`src/rtl/pwm_duty_ramp.sv`:
```
// Slew-limited duty command stage feeding the PWM generator request input.
// Optional emergency stop enabled by defining DUTY_RAMP_ESTOP_EN.
module pwm_duty_ramp #(
  parameter int MAX_DUTY    = 250,
  parameter int TICK_CYCLES = 2500,
  parameter int STEP        = 1
) (
  input  logic       clock,
  input  logic       reset,
`ifdef DUTY_RAMP_ESTOP_EN
  input  logic       estop,
`endif
  input  logic       cmd_valid,
  input  logic [7:0] cmd_duty,
  output logic       cmd_ready,
  output logic [7:0] duty_out,
  output logic       busy,
  output logic       at_target,
  output logic       clamped
);

  localparam int CNT_W = (TICK_CYCLES > 1) ? $clog2(TICK_CYCLES) : 1;
  localparam logic [CNT_W-1:0] CNT_LAST = CNT_W'(TICK_CYCLES - 1);
  localparam logic [8:0] STEP_W = 9'(STEP);
  localparam logic [7:0] MAX_W  = 8'(MAX_DUTY);

  typedef enum logic [1:0] {IDLE, RAMP_UP, RAMP_DOWN} state_t;

  state_t           state_r, state_nxt;
  logic [CNT_W-1:0] cnt_r;
  logic             tick;
  logic [7:0]       duty_r, duty_nxt;
  logic [7:0]       target_r, target_nxt;
  logic             clamped_r, clamped_nxt;
  logic             busy_r, at_target_r;
  logic             accept;
  logic             stop;

  // Saturating steps: 9-bit sum/difference, never past the target.
  function automatic logic [7:0] step_up(input logic [7:0] d, input logic [7:0] t);
    logic [8:0] sum;
    sum = {1'b0, d} + STEP_W;
    return (sum >= {1'b0, t}) ? t : sum[7:0];
  endfunction

  function automatic logic [7:0] step_down(input logic [7:0] d, input logic [7:0] t);
    logic signed [8:0] diff;
    diff = $signed({1'b0, d}) - $signed(STEP_W);
    return (diff <= $signed({1'b0, t})) ? t : diff[7:0];
  endfunction

`ifdef DUTY_RAMP_ESTOP_EN
  logic cmd_ready_r;
  assign stop = estop;
  always_ff @(posedge clock or posedge reset) begin
    if (reset) cmd_ready_r <= 1'b1;
    else       cmd_ready_r <= ~estop;
  end
  assign cmd_ready = cmd_ready_r;
`else
  assign stop      = 1'b0;
  assign cmd_ready = 1'b1;
`endif

  assign tick   = (cnt_r == CNT_LAST);
  assign accept = cmd_valid & cmd_ready & ~stop;

  always_ff @(posedge clock or posedge reset) begin
    if (reset)     cnt_r <= '0;
    else if (tick) cnt_r <= '0;
    else           cnt_r <= cnt_r + 1'b1;
  end

  // Ramp decisions use the registered target; a new command lands next cycle.
  always_comb begin
    state_nxt   = state_r;
    duty_nxt    = duty_r;
    target_nxt  = target_r;
    clamped_nxt = clamped_r;

    if (target_r == duty_r) begin
      state_nxt = IDLE;
    end else if (target_r > duty_r) begin
      state_nxt = RAMP_UP;
      if (state_r != RAMP_DOWN && tick) begin
        duty_nxt = step_up(duty_r, target_r);
        if (duty_nxt == target_r) state_nxt = IDLE;
      end
    end else begin
      state_nxt = RAMP_DOWN;
      if (state_r != RAMP_UP && tick) begin
        duty_nxt = step_down(duty_r, target_r);
        if (duty_nxt == target_r) state_nxt = IDLE;
      end
    end

    if (accept) begin
      target_nxt  = (cmd_duty > MAX_W) ? MAX_W : cmd_duty;
      clamped_nxt = (cmd_duty > MAX_W);
    end

    if (stop) begin
      duty_nxt   = '0;
      target_nxt = '0;
      state_nxt  = IDLE;
    end
  end

  always_ff @(posedge clock or posedge reset) begin
    if (reset) begin
      state_r     <= IDLE;
      duty_r      <= '0;
      target_r    <= '0;
      clamped_r   <= 1'b0;
      busy_r      <= 1'b0;
      at_target_r <= 1'b1;
    end else begin
      state_r     <= state_nxt;
      duty_r      <= duty_nxt;
      target_r    <= target_nxt;
      clamped_r   <= clamped_nxt;
      busy_r      <= (state_nxt != IDLE);
      at_target_r <= (duty_nxt == target_nxt);
    end
  end

  assign duty_out  = duty_r;
  assign busy      = busy_r;
  assign at_target = at_target_r;
  assign clamped   = clamped_r;

endmodule

```
`config.mk`:
```
export PLATFORM = sky130hd
export DESIGN_NAME = pwm_duty_ramp
export DESIGN_NICKNAME = d
export VERILOG_FILES = /design/src/rtl/pwm_duty_ramp.sv
export SDC_FILE = /design/constraint.sdc
export NUM_CORES = 1
export LEC_CHECK = 0
export BUFFER_PORTS_ARGS = -buffer_cell sky130_fd_sc_hd__buf_2
export CAP_MARGIN = 15
export CORE_AREA = 2 2 75 77
export CTS_CLUSTER_DIAMETER = 50
export DETAILED_ROUTE_END_ITERATION = 8
export DIE_AREA = 0 0 77 79
export GPL_TIMING_DRIVEN = 0
export HOLD_SLACK_MARGIN = 0.12
export PLACE_DENSITY = 0.77
export RECOVER_POWER = 100
export SYNTH_ARGS = -nofsm -noshare
export SYNTH_HDL_FRONTEND = slang
export SYNTH_SLANG_ARGS = --single-unit
```
`constraint.sdc`:
```
create_clock -name clock -period 5.55 [get_ports clock]
set_clock_uncertainty 0.05 [all_clocks]
set_input_delay 0.555 -clock clock [delete_from_list [all_inputs] [get_ports clock]]
set_output_delay 0.555 -clock clock [all_outputs]
set_load 0.02 [all_outputs]
```
==> reports/results.md, run 1 <==
| Quantity | Reported |
|---|---|
| Post-CTS Setup Bufs | 0 |
| CTS tree | yes |
| Asr flop ratio synth | 100% |
| Number of antenna violations at the first check in global routing | 0 |
| Least-Margin Pin Slew | 1.20 ns |
| # port buffers | 21 |
| Biggest fanout along the worst timing path | 7 |
| Crit path cell chain | clkbuf_1, inv_1, nor4_1, xnor2_1, ha_1, nand4_1, o31ai_1, nor2_1, a21oi_1, a311oi_1, a22o_1, or4_1, nor4bb_1 |
| Total negative slack | 0 ns |
| Final setup violating endpoints | 0 |
| Detail Route Antenna Nets | 0 |
| Via density per instance | 6.42 |
| Clk Latency, worst-skew pair | 0.28 ns |
| Initial DRT Pass Iterations | 5 |
| Vertical extent of the die | 79 um |
| Worst hold path class | in2async |
| Dominant combinational cell family by area after synthesis | simple AND/OR/NAND/NOR gates |
| Area share of and/or/nand/nor cells after synthesis | 26.1% |
| Count of cell types in the netlist | 64 |
| Pins over their slew limit | 0 |
| Unrepaired setup endpoints after global routing | false |
| Net count reported at finish | 435 |
| Pin count of the biggest net entering global routing | 22 |
| Inserted Clock Buffers | 5 |
| Post-detailed-routing wire length | 8830 um |
| CP max stage cell | sky130_fd_sc_hd__o31ai_1 |
| Placed Area | 0.00327 sq mm |
| Half-perimeter wire length after detailed placement | 7040 um |
| H-tree level count | 2 |
| Slew margin rel. | 20.1% |
| Cell leakage power | 1.42 nW |
| Wire length of the first global-routing pass | 14300 um |
| Post-synthesis sequential area ratio | 27.1% |
| Area of the core region | 0.00534 sq mm |
| Fraction of final layout cells sized beyond drive strength 1 | 8.27% |
| Most common cell in the netlist | sky130_fd_sc_hd__dfrtp_1 |
| Post-route fraction of the period consumed by the critical path | 92.2% |
| Adder-Cell Fraction of Synth Area | 10.7% |
| Mean post-synth cell area | 8.27 sq um |
| Result of the run | complete, no violations |
| Top cell types by occurrence after synthesis | 32 x sky130_fd_sc_hd__dfrtp_1, 31 x sky130_fd_sc_hd__a21oi_1, 31 x sky130_fd_sc_hd__xnor2_1 |
| Ant. Diodes | 0 |
| Chip width | 77 um |
| Areal power density over the cells | 391 mW/mm^2 |
| Xor/xnor share of the synthesized area | 10.6% |
| Remaining routing DRC violations | 0 |
| Cell class contributing the biggest share of worst-path delay | simple AND/OR/NAND/NOR gates |
| Shortest clock period the worst path allows after layout | 5.11 ns |
| Std-Cell Rows | 27 |
| Max incr delay on CP | 0.73 ns |
| Starting utilization of the core area | 57.2% |
| Instance count of the mapped netlist | 369 |
| Vias in the first global route | 2924 |
| Share of the synthesized area in compound gates (AO/OA/AOI/OAI) | 20.3% |
| Aggregate global routing overflow | 0 |
| Clock transition at the registers of the reported paths | 0.07 ns |
| Share of Yosys cell area claimed by the top area cell type | 26.2% |
| Cell type contributing the most total cell area after synthesis | sky130_fd_sc_hd__dfrtp_1 |
| Number of warning messages in the yosys log | 0 |
| Critical path required time | 5.67 ns |
| Resize count post-CTS | 0 |
| Routability-driven placement congestion ratio | 1.01 |
| Critical path class | reg2reg |
| Avg WL per Cell | 18.7 um |
| All-Layer GR Usage | 30.3% |
| Number of top-level design ports | 23 |
| Sort of element at the start of the critical path | flop |
| Leading register cell type out of synthesis | sky130_fd_sc_hd__dfrtp_1 |
| Synthesized net count | 406 |
| Number of failing hold endpoints at the final stage | 0 |
| Hold_buf cts | 0 |
| Top post-synthesis cells by area | sky130_fd_sc_hd__dfrtp_1 26%, sky130_fd_sc_hd__ha_1 11%, sky130_fd_sc_hd__xnor2_1 8.9%, sky130_fd_sc_hd__a21oi_1 5.1%, sky130_fd_sc_hd__nand3_1 3.6% |
| DRC violation total after the first TritonRoute iteration | 400 |
| Non-Filler Cell Area, Final | 0.00333 sq mm |
| Multiplexer area fraction after synthesis | 0.656% |
| Die area | 0.00608 sq mm |
| Sinks on the clock net | 33 |
| WP data arrival | 5.24 ns |
| Maximum clock frequency | 0.196 GHz |
| Count of flip-flops with a built-in enable after synthesis | 0 |
| Clk buf depth | 2 |
| Worst path buffer plus inverter count | 2 |
| Max-Cap Viols | 0 |
| Number of vias after detailed routing | 3023 |
| Worst voltage drop across the vdd grid | 0.409 mV |
| CTS root buf | sky130_fd_sc_hd__clkbuf_8 |
| Element type at the critical path end | flop |
| Area added between synthesis and finish | 9.23% |
| Synth Cell Area | 0.00305 sq mm |
| Post-synthesis sequential element count | 33 |
placed cells by master, fill, tap and decap left out, types with 2 or more instances in the layout:
master and instances:
sky130_fd_sc_hd__a31oi_1 3, sky130_fd_sc_hd__o211a_1 2, sky130_fd_sc_hd__bufinv_16 2, sky130_fd_sc_hd__inv_1 23, sky130_fd_sc_hd__xnor2_1 31, sky130_fd_sc_hd__ha_1 26
sky130_fd_sc_hd__o31a_1 2, sky130_fd_sc_hd__nor4b_1 2, sky130_fd_sc_hd__buf_2 9, sky130_fd_sc_hd__or4_1 2, sky130_fd_sc_hd__dfrtp_1 32, sky130_fd_sc_hd__a21oi_1 31
sky130_fd_sc_hd__nor3_1 11, sky130_fd_sc_hd__or3_1 4, sky130_fd_sc_hd__a311oi_1 2, sky130_fd_sc_hd__o221ai_1 3, sky130_fd_sc_hd__xor2_1 6, sky130_fd_sc_hd__nor4_1 7
sky130_fd_sc_hd__o211ai_1 9, sky130_fd_sc_hd__clkbuf_1 22, sky130_fd_sc_hd__o21ai_0 19, sky130_fd_sc_hd__or2_2 3, sky130_fd_sc_hd__nor2_1 30, sky130_fd_sc_hd__mux2i_1 2
sky130_fd_sc_hd__a22o_1 2, sky130_fd_sc_hd__nand2b_1 5, sky130_fd_sc_hd__nand2_1 23, sky130_fd_sc_hd__nor2b_1 4, sky130_fd_sc_hd__and3_1 8, sky130_fd_sc_hd__clkbuf_8 5
sky130_fd_sc_hd__o21a_1 2, sky130_fd_sc_hd__o31ai_1 2, sky130_fd_sc_hd__a211o_1 2, sky130_fd_sc_hd__a22oi_1 4, sky130_fd_sc_hd__nand4_1 8, sky130_fd_sc_hd__nand3_1 22
per-layer routing:
layer / share of wire, % / GRT usage [%] / wire length, um
met5: 0 / 0 / 0
met3: 8.8 / 3.41 / 780
met4: 2.5 / 9.11 / 224
met2: 46 / 50.4 / 4050
met1: 43 / 42.1 / 3780
final cells by class:
type,count,area [sq um]
multi-input combinational,303,2060
fill,489,2000
sequential,33,827
timing repair buffer,22,92.6
tap,72,90.1
inverter,23,86.3
clock buffer,5,68.8
clock inverter,3,65.1
buffer,10,42.5
stage by stage:
| step | hold WS [ns] | std cells | total power, W | utilization (%) | worst slack [ns] |
|---|---|---|---|---|---|
| after floorplan | 0.404 | 369 | 0.000838 | - | 1.33 |
| after global placement | 0.436 | 462 | 0.00102 | 60.8 | 0.715 |
| after detailed placement | 0.443 | 463 | 0.00103 | 61.3 | 0.739 |
| after CTS | 0.274 | 471 | 0.00130 | 63.9 | 0.702 |
| after global routing | 0.277 | 471 | 0.00139 | 62.4 | 0.236 |
| final | 0.223 | 471 | 0.00130 | 62.4 | 0.435 |
flip-flops by register name (all words and copies together) (netlist names):
| register | cells |
|---|---|
| target_r | 8 |
| cnt_r | 12 |
| busy | 1 |
| clamped | 1 |
| state_r | 2 |
| duty_out | 8 |
| at_target | 1 |
report_power, final:
part	internal, W	total [W]	switching, W
Clock	0.000178	0.000266	0.0000876
Sequential	0.000267	0.000300	0.0000332
Combinational	0.000261	0.000737	0.000476
final timing paths:
| path | depth (start not counted) | endpoint | slack (ns) | start |
|---|---|---|---|---|
| worst max-delay path | 13 | at_target | 0.44 | duty_out[5] |
| min in group clock | 1 | cnt_r[0] | 0.46 | cnt_r[0] |
| max in group asynchronous | 3 | clamped | 3.77 | reset |
| worst max register to register | 13 | at_target | 0.44 | duty_out[5] |
| worst min-delay path | 2 | duty_out[6] | 0.22 | reset |
| worst min register to register | 1 | cnt_r[0] | 0.46 | cnt_r[0] |
cells by family after synthesis:
logic type | count (synthesis)
compound gates | 94
xor+xnor | 37
fa+ha+maj | 26
buf+inv | 33
flops | 33
mux | 2
other cells | 1
simple gates | 143
Note: power is estimated with default switching activity, not from simulation.
==> run 2, diff against run 1 <==
--- a/config.mk
+++ b/config.mk
@@ -13,8 +13,10 @@
 export DIE_AREA = 0 0 77 79
 export GPL_TIMING_DRIVEN = 0
 export HOLD_SLACK_MARGIN = 0.12
+export MAX_ROUTING_LAYER = met4
 export PLACE_DENSITY = 0.77
 export RECOVER_POWER = 100
+export SLEW_MARGIN = 20
 export SYNTH_ARGS = -nofsm -noshare
 export SYNTH_HDL_FRONTEND = slang
 export SYNTH_SLANG_ARGS = --single-unit
==> run 2 against run 1 <==
Net effect:
- die area is the same
- sequential share of layout area grew 0.33 points
- worst hold slack gained 0.23 ns
- highest routed layer unchanged
==> reports/results.md, run 2 (synthesis results as in run 1) <==
| Quantity | Reported | Change |
|---|---|---|
| Least-Margin Pin Slew | 1.25 ns | was 1.20 ns |
| Maximum clock frequency | 0.193 GHz | was 0.196 GHz |
| Via density per instance | 6.40 | was 6.42 |
| Shortest clock period the worst path allows after layout | 5.17 ns | was 5.11 ns |
| Max incr delay on CP | 0.84 ns | was 0.73 ns |
| Inserted Clock Buffers | 5 | unchanged |
| Clk buf depth | 2 | unchanged |
| Hold_buf cts | 0 | unchanged |
| Number of vias after detailed routing | 3013 | was 3023 |
| Fraction of power consumed by sequential logic | 24.6% | was 23.0% |
| Area added between synthesis and finish | 7.79% | was 9.23% |
| Top reg by flops | cnt_r | unchanged |
| Pwr Total | 0.00122 W | was 0.00130 W |
| Element type at the critical path end | flop | unchanged |
| Net count reported at finish | 434 | was 435 |
| Routability-driven placement congestion ratio | 1.01 | about the same |
| Crit path cell chain | ha_1, nand2_1, nor4_1, xnor2_1, ha_1, nand4_1, o31ai_1, nor2_1, a21oi_1, a311oi_1, a22o_1, or4_1, nor4bb_1 | was clkbuf_1, inv_1, nor4_1, xnor2_1, ha_1, nand4_1, o31ai_1, nor2_1, a21oi_1, a311oi_1, a22o_1, or4_1, nor4bb_1 |
| Cell leakage power | 1.39 nW | was 1.42 nW |
| Total negative slack | 0 ns | unchanged |
| Commonest cells after routing, fill and taps aside | 32 x sky130_fd_sc_hd__dfrtp_1, 31 x sky130_fd_sc_hd__xnor2_1, 31 x sky130_fd_sc_hd__a21oi_1 | unchanged |
| CTS root buf | sky130_fd_sc_hd__clkbuf_8 | unchanged |
| Detail Route Antenna Nets | 0 | unchanged |
| Result of the run | complete, no violations | unchanged |
| Vias in the first global route | 2872 | was 2924 |
| Register Area | 827 sq um | unchanged |
| Post-route fraction of the period consumed by the critical path | 93.2% | was 92.2% |
| Remaining routing DRC violations | 0 | unchanged |
| Pin count of the biggest net entering global routing | 34 | was 22 |
| Worst voltage drop across the vdd grid | 0.306 mV | was 0.409 mV |
| Switching part of the total power | 49.5% | was 45.8% |
| Number of antenna violations at the first check in global routing | 1 | was 0 |
| Biggest fanout along the worst timing path | 8 | was 7 |
| Post-detailed-routing wire length | 8800 um | was 8830 um |
| Die area | 0.00608 sq mm | unchanged |
| H-tree level count | 2 | unchanged |
| Slew margin rel. | 16.4% | was 20.1% |
| CP max stage cell | sky130_fd_sc_hd__o31ai_1 | unchanged |
| Clk Latency, worst-skew pair | 0.29 ns | was 0.28 ns |
| Filler-free cell count of the finished design | 471 | unchanged |
| Sort of element at the start of the critical path | flop | unchanged |
| Vertical extent of the die | 79 um | unchanged |
| Initial DRT Pass Iterations | 6 | was 5 |
| # port buffers | 21 | unchanged |
| Layout Utilization | 61.6% | was 62.4% |
| Wire length of the first global-routing pass | 14400 um | was 14300 um |
| Cell occurring most often along the worst timing path | sky130_fd_sc_hd__ha_1 |  |
| Fraction of final layout cells sized beyond drive strength 1 | 9.05% | was 8.27% |
| Aggregate global routing overflow | 0 | unchanged |
| Number of failing hold endpoints at the final stage | 0 | unchanged |
| Flip-flop count of the largest register after layout | 12 | unchanged |
| Footprint of the multi-input gates | 0.00206 sq mm | about the same |
| Internal portion of total power | 0.000616 W | was 0.000706 W |
| Starting utilization of the core area | 57.2% | unchanged |
| Avg WL per Cell | 18.7 um | about the same |
| Critical path required time | 5.69 ns | was 5.67 ns |
| Std-Cell Rows | 27 | unchanged |
| DRC violation total after the first TritonRoute iteration | 301 | was 400 |
| All-Layer GR Usage | 31.4% | was 30.3% |
| Clock share of power | 14.7% | was 20.4% |
| Critical path class | reg2reg | unchanged |
| Non-Filler Cell Area, Final | 0.00329 sq mm | was 0.00333 sq mm |
| Sinks on the clock net | 33 | unchanged |
| Fillers | 530 | was 489 |
| Chip width | 77 um | unchanged |
| WP data arrival | 5.31 ns | was 5.24 ns |
| Most frequent standard cell in the layout excluding fill and tap cells | sky130_fd_sc_hd__dfrtp_1 | unchanged |
| Gate power share | 60.7% | was 56.6% |
| CTS tree | yes | unchanged |
| Post-CTS Setup Bufs | 0 | unchanged |
| Number of top-level design ports | 23 | unchanged |
| Post-placement cell count | 462 | was 463 |
| Pins over their slew limit | 0 | unchanged |
| Unrepaired setup endpoints after global routing | false | unchanged |
| Half-perimeter wire length after detailed placement | 6980 um | was 7040 um |
| Max-Cap Viols | 0 | unchanged |
| Area of the core region | 0.00534 sq mm | unchanged |
| Areal power density over the cells | 371 mW/mm^2 | was 391 mW/mm^2 |
| Clock transition at the registers of the reported paths | 0.07 ns | about the same |
| Placed Area | 0.00325 sq mm | was 0.00327 sq mm |
| Worst hold path class | reg2reg | was in2async |
| Sw power | 0.000604 W | was 0.000597 W |
| Resize count post-CTS | 0 | unchanged |
| Final setup violating endpoints | 0 | unchanged |
-- run 2: worst max-delay path: cells and delay by family, from the launching register on --
| family | cells | cell delay (ns) |
|---|---|---|
| AOI/OAI and AO/OA | 4 | 1.66 |
| xor gates and xnor gates | 1 | 0.22 |
| adders and majority gates | 2 | 0.61 |
| DFF | 1 | 0.57 |
| and+or+nand+nor | 6 | 1.95 |
-- run 2: cell type report --
class | count | area share [%]
inverter | 23 | 2.62
clock inverter | 3 | 0.533
buffer | 10 | 1.29
clock buffer | 5 | 2.09
antenna | 1 | 0.0761
sequential | 33 | 25.1
timing repair buffer | 21 | 2.74
tap | 72 | 2.74
multi-input combinational | 303 | 62.8
-- run 2: layer usage --
layer	GRT usage (%)	up-vias	wire length [um]
met2	47.5	144	3870
met1	41.9	1420	3880
li1	-	1418	-
met3	5.57	31	732
met4	13.4	0	310
met5	-	-	0
-- run 2: final timing paths --
| path | from | endpoint | depth (start not counted) | slack (ns) |
|---|---|---|---|---|
| max in group asynchronous | reset | clamped | 2 | 4.16 |
| min | cnt_r[0] | cnt_r[0] | 1 | 0.45 |
| min reg2reg | cnt_r[0] | cnt_r[0] | 1 | 0.45 |
| max reg2reg | duty_out[1] | at_target | 13 | 0.38 |
| max | duty_out[1] | at_target | 13 | 0.38 |
| min in group asynchronous | reset | cnt_r[10] | 2 | 0.54 |
-- run 2: through the flow --
stage / setup WS [ns] / hold WS (ns)
after global placement: 0.720 / 0.437
after detailed placement: 0.696 / 0.443
after CTS: 0.651 / 0.336
after global routing: 0.0724 / 0.466
after floorplan: 1.33 / 0.404
final: 0.379 / 0.449
-- run 2: power groups by stage --
stage	clock network, W	logic, W	registers, W
floorplan	0	0.000531	0.000307
global placement	0	0.000717	0.000301
detailed placement	0	0.000725	0.000302
CTS	0.000183	0.000729	0.000298
global route	0.000195	0.000812	0.000303
finish	0.000179	0.000739	0.000300
==> run 3, diff against run 2 <==
--- a/config.mk
+++ b/config.mk
@@ -7,14 +7,14 @@
 export LEC_CHECK = 0
 export BUFFER_PORTS_ARGS = -buffer_cell sky130_fd_sc_hd__buf_2
 export CAP_MARGIN = 15
-export CORE_AREA = 2 2 75 77
+export CORE_AREA = 2 2 79 73
 export CTS_CLUSTER_DIAMETER = 50
 export DETAILED_ROUTE_END_ITERATION = 8
-export DIE_AREA = 0 0 77 79
+export DIE_AREA = 0 0 81 75
 export GPL_TIMING_DRIVEN = 0
 export HOLD_SLACK_MARGIN = 0.12
 export MAX_ROUTING_LAYER = met4
-export PLACE_DENSITY = 0.77
+export PLACE_DENSITY = 0.78
 export RECOVER_POWER = 100
 export SLEW_MARGIN = 20
 export SYNTH_ARGS = -nofsm -noshare
==> run 3 against run 2 <==
Net effect:
- register-to-register slack hardly changed
- highest routed layer unchanged
- largest power group unchanged
- via count is 0.13% higher
- first-iteration DRC count is 64% higher
==> reports/results.md, run 3 (synthesis results as in run 1) <==
| Quantity | Reported | Change |
|---|---|---|
| Pin count of the biggest net entering global routing | 34 | unchanged |
| Least-Margin Pin Slew | 1.25 ns | about the same |
| Most frequent standard cell in the layout excluding fill and tap cells | sky130_fd_sc_hd__dfrtp_1 | unchanged |
| Via density per instance | 6.49 | was 6.40 |
| Result of the run | complete, no violations | unchanged |
| Wire length of the first global-routing pass | 14100 um | was 14400 um |
| Flip-flop count of the largest register after layout | 12 | unchanged |
| Fraction of final layout cells sized beyond drive strength 1 | 8.54% | was 9.05% |
| CTS tree | yes | unchanged |
| Crit path cell chain | ha_1, nand2_1, nor4_1, xnor2_1, ha_1, nand4_1, o31ai_1, nor2_1, a21oi_1, a311oi_1, a22o_1, or4_1, nor4bb_1 | unchanged |
| Post-CTS Setup Bufs | 0 | unchanged |
| DRC violation total after the first TritonRoute iteration | 493 | was 301 |
| Critical path required time | 5.70 ns | was 5.69 ns |
| Post-detailed-routing wire length | 8850 um | was 8800 um |
| Area added between synthesis and finish | 8.49% | was 7.79% |
| Vias in the first global route | 2769 | was 2872 |
| H-tree level count | 2 | unchanged |
| Ant. Diodes | 0 | was 1 |
| Total negative slack | 0 ns | unchanged |
| Number of vias after detailed routing | 3017 | was 3013 |
| CTS root buf | sky130_fd_sc_hd__clkbuf_8 | unchanged |
| Clock share of power | 18.3% | was 14.7% |
| Critical path class | reg2reg | unchanged |
| Footprint of the multi-input gates | 0.00207 sq mm | was 0.00206 sq mm |
| Pins over their slew limit | 0 | unchanged |
| Detail Route Antenna Nets | 0 | unchanged |
| Fraction of power consumed by sequential logic | 23.4% | was 24.6% |
| Unrepaired setup endpoints after global routing | false | unchanged |
| Resize count post-CTS | 0 | unchanged |
| Sw power | 0.000612 W | was 0.000604 W |
| Inserted Clock Buffers | 5 | unchanged |
| Areal power density over the cells | 385 mW/mm^2 | was 371 mW/mm^2 |
| Final worst-path setup slack | 0.391 ns | was 0.379 ns |
| Number of top-level design ports | 23 | unchanged |
| Aggregate global routing overflow | 0 | unchanged |
| Vertical extent of the die | 75 um | was 79 um |
| Half-perimeter wire length after detailed placement | 6720 um | was 6980 um |
| Die area | 0.00608 sq mm | about the same |
| Register Area | 827 sq um | unchanged |
| Slew margin rel. | 16.6% | was 16.4% |
| Cell leakage power | 1.40 nW | was 1.39 nW |
| Sort of element at the start of the critical path | flop | unchanged |
| Clock transition at the registers of the reported paths | 0.08 ns | was 0.07 ns |
| Hold_buf cts | 0 | unchanged |
| Post-placement cell count | 457 | was 462 |
| Layout Utilization | 63.8% | was 61.6% |
| Gate power share | 58.3% | was 60.7% |
| Max incr delay on CP | 0.80 ns | was 0.84 ns |
| Filler-free cell count of the finished design | 465 | was 471 |
| Top reg by flops | cnt_r | unchanged |
| Internal portion of total power | 0.000664 W | was 0.000616 W |
| Initial DRT Pass Iterations | 7 | was 6 |
| Maximum clock frequency | 0.194 GHz | was 0.193 GHz |
| Starting utilization of the core area | 58.8% | was 57.2% |
| Clk buf depth | 2 | unchanged |
| Switching part of the total power | 47.9% | was 49.5% |
| Fillers | 495 | was 530 |
| Pre-CTS setup slack | 0.695 ns | was 0.696 ns |
| Std-Cell Rows | 25 | was 27 |
| All-Layer GR Usage | 32.2% | was 31.4% |
| Remaining routing DRC violations | 0 | unchanged |
| Chip width | 81 um | was 77 um |
| Number of antenna violations at the first check in global routing | 0 | was 1 |
| Routability-driven placement congestion ratio | 1.02 | was 1.01 |
| Shortest clock period the worst path allows after layout | 5.16 ns | was 5.17 ns |
| Number of failing hold endpoints at the final stage | 0 | unchanged |
| Cell occurring most often along the worst timing path | sky130_fd_sc_hd__ha_1 | unchanged |
| Biggest fanout along the worst timing path | 8 | unchanged |
| Avg WL per Cell | 19.0 um | was 18.7 um |
| Area of the core region | 0.00519 sq mm | was 0.00534 sq mm |
| CP max stage cell | sky130_fd_sc_hd__o31ai_1 | unchanged |
| Commonest cells after routing, fill and taps aside | 32 x sky130_fd_sc_hd__dfrtp_1, 31 x sky130_fd_sc_hd__xnor2_1, 31 x sky130_fd_sc_hd__a21oi_1 | unchanged |
| # port buffers | 21 | unchanged |
| Element type at the critical path end | flop | unchanged |
| Sinks on the clock net | 33 | unchanged |
| Net count reported at finish | 434 | unchanged |
| Worst hold path class | reg2reg | unchanged |
| Max-Cap Viols | 0 | unchanged |
| Post-route fraction of the period consumed by the critical path | 93.0% | was 93.2% |
| Final setup violating endpoints | 0 | unchanged |
| WP data arrival | 5.30 ns | was 5.31 ns |
| Clk Latency, worst-skew pair | 0.30 ns | was 0.29 ns |
| Worst voltage drop across the vdd grid | 0.226 mV | was 0.306 mV |
==> run 3: worst paths after layout <==
path,slack [ns],from,cells past startpoint,to
max,0.39,duty_out[1],13,at_target
min,0.45,cnt_r[0],1,cnt_r[0]
max reg2reg,0.39,duty_out[1],13,at_target
min reg2reg,0.45,cnt_r[0],1,cnt_r[0]
max in group asynchronous,4.16,reset,2,state_r[1]
min in group asynchronous,0.54,reset,2,cnt_r[2]
==> run 3: final cells by class <==
class	instances	area share (%)
multi-input cells	303	62.4
inverters	23	2.61
clock buffers	5	2.08
repair buffers	21	2.68
clock inverters	3	1.40
well taps	67	2.53
flip-flops and latches	33	25.0
plain buffers	10	1.28
==> run 3: metrics by stage <==
| step | power [W] | cell area (sq um) | hold slack, ns |
|---|---|---|---|
| global placement | 0.00101 | 3240 | 0.430 |
| floorplan | 0.000838 | 3050 | 0.404 |
| finish | 0.00128 | 3310 | 0.449 |
| global route | 0.00135 | 3310 | 0.465 |
| detailed placement | 0.00102 | 3240 | 0.435 |
| CTS | 0.00126 | 3360 | 0.326 |
==> run 3: worst max-delay path: cells and delay by family, from the launching register on <==
kind                     cells  cell delay (ns)
AO/OA/AOI/OAI                4             1.60
XOR/XNOR                     1             0.24
adder cells (fa/ha/maj)      2             0.65
flip-flops                   1             0.58
AND/OR/NAND/NOR              6             1.92
==> run 3: metal layers <==
metal  routed length, um  vias to the layer above  global-route usage [%]
met1                4070                     1397                    46.6
met4                 242                        0                    11.3
met3                 933                       30                    6.00
met2                3600                      180                    45.3
li1                    -                     1410                       -
met5                   0                        -                       -
==> run 3: power by group through the flow <==
stage	registers [W]	clock network (W)	logic, W
6_report	0.000298	0.000234	0.000744
5_1_grt	0.000300	0.000248	0.000803
4_1_cts	0.000296	0.000238	0.000726
3_5_place_dp	0.000299	0	0.000719
3_3_place_gp	0.000300	0	0.000706
2_1_floorplan	0.000307	0	0.000531
